<file path="src/rtl/pc_gen.sv">
// Fetch program-counter stage: holds the fetch PC and predicts its successor
// (JAL always taken, conditional branches via a bimodal table, JALR falls through).
module pc_gen #(
  parameter logic [31:0] RESET_PC  = 32'h0000_0000,
  parameter int          BHT_IDX_W = 4
) (
  input  logic        clk,
  input  logic        rst_n,
  input  logic        stall,
  input  logic [31:0] inst,
  input  logic        is_jump,
  input  logic        is_jal,
  input  logic        is_jalr,
  input  logic        is_branch,
  input  logic        redirect_valid,
  input  logic [31:0] redirect_pc,
  input  logic        resolve_valid,
  input  logic [31:0] resolve_pc,
  input  logic        resolve_taken,
  output logic [31:0] pc,
  output logic [31:0] next_pc,
  output logic        pred_taken
);

  localparam int BHT_N = 1 << BHT_IDX_W;

  typedef logic [BHT_IDX_W-1:0] bht_idx_t;

  logic [31:0] pc_reg;
  logic [31:0] pc_next;
  logic [1:0]  bht_reg  [BHT_N];
  logic [1:0]  bht_next [BHT_N];

  logic        dec_br;
  logic        dec_jal;
  logic        dec_jalr;
  logic [31:0] imm_b;
  logic [31:0] imm_j;
  logic [31:0] pc_plus4;
  logic [31:0] pc_br_tgt;
  logic [31:0] pc_jal_tgt;
  bht_idx_t    fetch_idx;
  bht_idx_t    resolve_idx;
  logic [1:0]  fetch_ctr;

  // Decode, qualified by the jump-class hint.
  assign dec_br   = is_jump & is_branch;
  assign dec_jal  = is_jump & is_jal;
  assign dec_jalr = is_jump & is_jalr;

  assign imm_b = {{19{inst[31]}}, inst[31], inst[7], inst[30:25], inst[11:8], 1'b0};
  assign imm_j = {{11{inst[31]}}, inst[31], inst[19:12], inst[20], inst[30:21], 1'b0};

  // All adds wrap modulo 2^32.
  assign pc_plus4   = pc_reg + 32'd4;
  assign pc_br_tgt  = pc_reg + imm_b;
  assign pc_jal_tgt = pc_reg + imm_j;

  assign fetch_idx   = pc_reg[BHT_IDX_W+1:2];
  assign resolve_idx = resolve_pc[BHT_IDX_W+1:2];
  // Reads the pre-update counter; a same-cycle resolve is seen next cycle.
  assign fetch_ctr   = bht_reg[fetch_idx];

  always_comb begin
    pred_taken = 1'b0;
    next_pc    = pc_plus4;
    if (dec_jal) begin
      pred_taken = 1'b1;
      next_pc    = pc_jal_tgt;
    end else if (dec_br && !dec_jalr) begin
      pred_taken = fetch_ctr[1];
      next_pc    = fetch_ctr[1] ? pc_br_tgt : pc_plus4;
    end
  end

  always_comb begin
    pc_next = next_pc;
    if (redirect_valid) begin
      pc_next = redirect_pc;
    end else if (stall) begin
      pc_next = pc_reg;
    end
  end

  always_ff @(posedge clk) begin
    if (!rst_n) begin
      pc_reg <= RESET_PC;
    end else begin
      pc_reg <= pc_next;
    end
  end

  // Per-entry saturating counter update; training ignores stall and redirect.
  generate
    for (genvar gi = 0; gi < BHT_N; gi++) begin : g_bht
      always_comb begin
        bht_next[gi] = bht_reg[gi];
        if (resolve_valid && (resolve_idx == bht_idx_t'(gi))) begin
          if (resolve_taken) begin
            if (bht_reg[gi] != 2'd3) begin
              bht_next[gi] = bht_reg[gi] + 2'd1;
            end
          end else begin
            if (bht_reg[gi] != 2'd0) begin
              bht_next[gi] = bht_reg[gi] - 2'd1;
            end
          end
        end
      end
    end
  endgenerate

  always_ff @(posedge clk) begin
    for (int i = 0; i < BHT_N; i++) begin
      if (!rst_n) begin
        bht_reg[i] <= 2'd1;
      end else begin
        bht_reg[i] <= bht_next[i];
      end
    end
  end

  assign pc = pc_reg;

endmodule

</file>
<file path="config.mk">
export PLATFORM = sky130hd
export DESIGN_NAME = pc_gen
export DESIGN_NICKNAME = d
export VERILOG_FILES = /design/src/rtl/pc_gen.sv
export SDC_FILE = /design/constraint.sdc
export NUM_CORES = 1
export LEC_CHECK = 0
export ABC_CLOCK_PERIOD_IN_PS = 5500
export BUFFER_PORTS_ARGS = -buffer_cell sky130_fd_sc_hd__buf_2
export CAP_MARGIN = 20
export CORE_UTILIZATION = 30
export CTS_BUF_LIST = sky130_fd_sc_hd__clkbuf_8
export DETAILED_ROUTE_END_ITERATION = 8
export PLACE_DENSITY = 0.54
export SYNTH_ARGS = -nofsm -noshare
export SYNTH_HDL_FRONTEND = slang
export SYNTH_SLANG_ARGS = --single-unit
</file>
<file path="constraint.sdc">
create_clock -name clk -period 5.5 [get_ports clk]
set_input_delay 1.1 -clock clk [delete_from_list [all_inputs] [get_ports clk]]
set_output_delay 1.1 -clock clk [all_outputs]
set_load 0.005 [all_outputs]
</file>
* Word level (Yosys, flattened, before mapping)
Memories as Yosys holds them, arrays and structs flattened. A register that Yosys moved wholly into a read port is not among the register bits.
Index checks and enable logic that the tools add are counted.
Widths: inputs -> output; s select.
** Word-level totals
- Flip-flop bits (word level) :: 32
- Bits in writable memories :: 32
- Input port bits :: 106
- Output and inout port bits :: 65
- Word-level logic and storage cells :: 214
- Memories kept :: 1
** Cells by class
- Add/subtract/negate cells :: 35
- Eq/ne operators :: 32
- Mux-type cells :: 91
- Bitwise operators :: 19
- Reductions and logical operators :: 35
** Memories
- bht_reg :: words 16, width 2, read ports 17, clocked after Yosys merged registers in 1, write ports 16, line 31 : logic [1:0] bht_reg [BHT_N];
** Operator list (count)
- $mux 2 :: 80
- $mux 32 :: 5
- $add 32x32->32 :: 2
- $add 2x1->2 const B :: 16
- $add 32x3->32 const B :: 1
- $eq 4x4->1 const B :: 8
- $ne 2x2->1 const B :: 16
- $reduce_bool 2->1 :: 16
- $sub 2x1->2 const B :: 16
- $logic_and 1x1->1 :: 17
- $eq 4x3->1 const B :: 4
- $or 1x1->1 :: 16
- $eq 4x2->1 const B :: 2
- $mux 4 :: 2
- $eq 4x1->1 const B :: 1
- $logic_not 4->1 :: 1
- $mux 1 :: 4
- $and 1x1->1 :: 3
- $ne 2x1->1 const B :: 1
- $logic_not 1->1 :: 1

* Longest topological paths before layout
- Word-level depth :: 9
- Depth in mapped cells :: 12
- Mapped depth without buffers :: 12

* Worst setup path after synthesis
Ideal clock, no wire load.
- Kind :: input -> output
- Start point :: input inst[8]
- End point :: output next_pc[31]
- Arrival :: 3779 ps
- Data required time :: 4400 ps
- Setup slack :: 621 ps
- Stages :: 12
- Buffers on the path :: 0
- Cell sequence :: ha_1 inv_1 fa_1 and2b_1 nor3_1 o31a_1 o311a_4 a211o_1 a2111oi_0 o21ai_1 a21oi_1 xor2_1
** On the way
- Word-level cells in the longest chain between the ends :: 4
** RTL lines
- from (decl) :: line 10 : input logic [31:0] inst,
- $add 32x32->32 :: line 56 : assign pc_br_tgt = pc_reg + imm_b;
- $mux 32 :: line 72 : next_pc = fetch_ctr[1] ? pc_br_tgt : pc_plus4;
- $mux 32 :: line 70 : end else if (dec_br && !dec_jalr) begin
- $mux 32 :: line 67 : if (dec_jal) begin
- to (decl) :: line 21 : output logic [31:0] next_pc,
No other way between the ends.

* Worst setup path after layout
Same ends and word-level chain as after synthesis.

==> results.md <==
### Power
* **Leakage Power** 3.80 nW
* **Power per Cell Area** 212 nW/um^2
* **post-layout power** 1.81 mW
* **Worst IR Drop VDD** 102 uV

### STA
* **transition time at the pin with the least slew margin** 0.814 ns
* **hold violation count in the final report** 0
* **Tcrit/Tclk final** 96.8%
* **worst slew slack as a fraction of its limit** 45.2%
* **RSZ-0062 raised after global routing** false
* **worst setup margin** 0.178 ns
* **Final Slew Violations** 0
* **total of endpoints with negative setup slack in the final report** 0
* **fmax** 0.188 GHz
* **Layout Skew** 0.0158 ns
* **post-route setup TNS** 0 ns
* **fin crit period** 5.32 ns

### Clock tree
* **Clock Sink Count** 68
* **clock tree root buffer cell** clkbuf_8
* **TritonCTS clock tree** done
* **buffers from clock root to sink, at most** 2
* **H-Tree Depth** 3
* **worst-skew pair later-pin latency** 0.37 ns
* **post-CTS setup-driven buffer insertion count** 0
* **clock slew seen by the registers of the worst setup and hold paths** 0.08 ns
* **TritonCTS buffer count** 9

### Yosys
* **number of instances in the synthesized netlist** 1006
* **warning count from the yosys run** 0
* **number of storage elements in the synthesis netlist** 68
* **Post-Syn Area per Cell** 7.25 sq um
* **async set-or-reset flop fraction in the synthesized netlist** 0%
* **Distinct cells, synth** 82
* **most common flop cell mapped by yosys** dfxtp_1
* **Cell Area, Synth** 7290 sq um
* **nets in the synthesized netlist** 1158
* **number of flops mapped to enable cells by yosys** 0
* **sequential fraction of the synthesis area** 18.7%

### Routing
* **wirelength, routed** 26.5 mm
* **vias per inst** 5.64
* **number of design rule violations left after detail routing** 0
* **DR vias** 8154
* **detailed-routing iteration count for the pre-antenna-repair pass** 7
* **DRC marker count from the first detailed-route iteration** 625
* **antenna-violating nets left** 0
* **detail-routed net length per standard cell** 18.3 microns

### Final layout
* **proportion of layout cells with a drive suffix above 1** 18.8%
* **post-layout util** 36.1%
* **Layout Area Growth over Synthesis** 17.2%
* **post-layout net count** 1274

### Worst setup path
* **required time at the endpoint of the critical path** 4.40 ns
* **Setup Crit Path Kind** in -> out
* **nature of the critical path startpoint** input port
* **CP Max Fanout** 3
* **flop2flop setup slack** 1.98 ns
* **WP data arrival** 4.22 ns
* **type of destination of the critical path** output pin

### Global route
* **Remaining Overflow, GRT** 0
* **initial antenna violation count** 1
* **pin count of the biggest net entering global routing** 47
* **global-route wire length before repair** 41.2 mm
* **global-route usage over all layers** 21.4%
* **number of global-route vias before repair** 7470

### Floorplan
* **standard-cell row count** 56
* **Core Box Area** 23700 sq um
* **Die Outline Area** 24900 sq um
* **overall die width** 158 microns
* **starting utilization of the core area** 30.8%
* **Die Span Y** 158 microns
* **Ports** 171

### Place
* **placer congestion estimate** 0.915
* **pre-CTS worst setup slack** 0.113 ns
* **buffers added on ports** 135
* **total half-perimeter wirelength after legalization and detailed placement** 20.6 mm

### Job
* **number of max-cap violations** 0

### Min path
* **Hold WC Path Type** reg -> reg

### Status
* **outcome** finished, final reports clean

==> logic make-up after synthesis <==
family          Yosys count  share of synthesized area [%]
fa+ha+maj                46                           8.10
buf+inv                  78                           4.46
xor+xnor                 48                           5.77
simple gates            375                           24.8
compound gates          373                           35.1
mux                      18                           3.14
flops                    68                           18.7
==> layer usage <==
layer  up-vias  GRT usage, %  part of all wire, %
met2       291          33.3                   44
met5         -             0                    0
met3        37          1.97                  6.2
met4         0          7.12                  2.3
met1      3786          30.5                   48
li1       4040             -                    -
==> power by group <==
group	leakage, nW	switching [mW]	internal (mW)
clock network	0.105	0.212	0.253
logic	3.13	0.437	0.314
registers	0.560	0.0654	0.533
total	3.80	0.714	1.10
==> metrics by stage <==
step	hold WS, ns	cell area (sq um)	std cells
5_1_grt	0.507	8540	1446
6_report	0.473	8540	1446
3_5_place_dp	0.465	8320	1430
2_1_floorplan	0.445	7290	1006
4_1_cts	0.473	8540	1445
3_3_place_gp	0.461	8320	1430
==> area by class of cell <==
| type | instances | area, sq um |
|---|---|---|
| clock inverters | 6 | 90.1 |
| diodes | 1 | 2.50 |
| multi-input cells | 860 | 5610 |
| fillers | 2553 | 15100 |
| flip-flops and latches | 68 | 1360 |
| clock buffers | 9 | 124 |
| well taps | 319 | 399 |
| inverters | 21 | 78.8 |
| repair buffers | 162 | 878 |
==> timing repair <==
item / in CTS / in global routing
endpoints found under the setup margin: 0 / 1
resized for setup: 0 / 2
hold buffers: 0 / 0
==> placed cells by master (no fill, tap or decap), types with 11 or more instances in the layout <==
cell type / instances
dfxtp_1: 68
buf_2: 135
nand4_1: 18
buf_4: 27
a21oi_1: 82
a211oi_1: 23
xnor2_1: 25
nor3_1: 16
xor2_1: 23
nand2_1: 105
mux2i_1: 12
and3_1: 17
o211ai_1: 11
nand3_1: 50
o21ai_0: 79
and2_1: 14
ha_1: 44
a21o_1: 41
inv_1: 17
nor2_1: 96
==> synth_stat cells (9+ instances only) <==
library cell  number  share of area [%]
mux2i_1           12                1.6
dfxtp_1           68                 19
nor2_1            96                4.9
o211ai_1          11                1.1
and3_1            17                1.5
nand3_1           50                3.4
a21oi_1           83                5.7
nand4_1           18                1.5
ha_1              44                7.6
and2_1            14                1.2
o221ai_1           9                1.1
nor3_1            16                1.1
a211oi_1          23                2.4
nand2_1          105                5.4
a31oi_1           10               0.86
a21o_1            41                4.2
clkbuf_1          46                2.4
o31ai_1           10                1.0
o21ai_0           79                5.4
xor2_1            23                2.8
xnor2_1           25                3.0
nor4_1             9               0.77
inv_1             17               0.88
==> path summary, 6_finish.rpt <==
| kind | end | cells after the start | from |
|---|---|---|---|
| min | bht_reg[11][1] | 2 | bht_reg[11][0] |
| min reg2reg | bht_reg[11][1] | 2 | bht_reg[11][0] |
| max reg2reg | pc[21] | 14 | pc[1] |
| max | next_pc[31] | 14 | inst[8] |
==> critical path, stage by stage <==
cell       delay, ns
buf_2           0.08
ha_1            0.19
inv_1           0.07
fa_1            0.37
and2b_1         0.23
nor3_1          0.06
o31a_1          0.32
o311a_4         0.37
a211o_1         0.30
a2111oi_1       0.42
o21ai_1         0.20
a21oi_2         0.22
xor2_1          0.16
buf_2           0.13
Note: power is estimated with default switching activity, not from simulation.
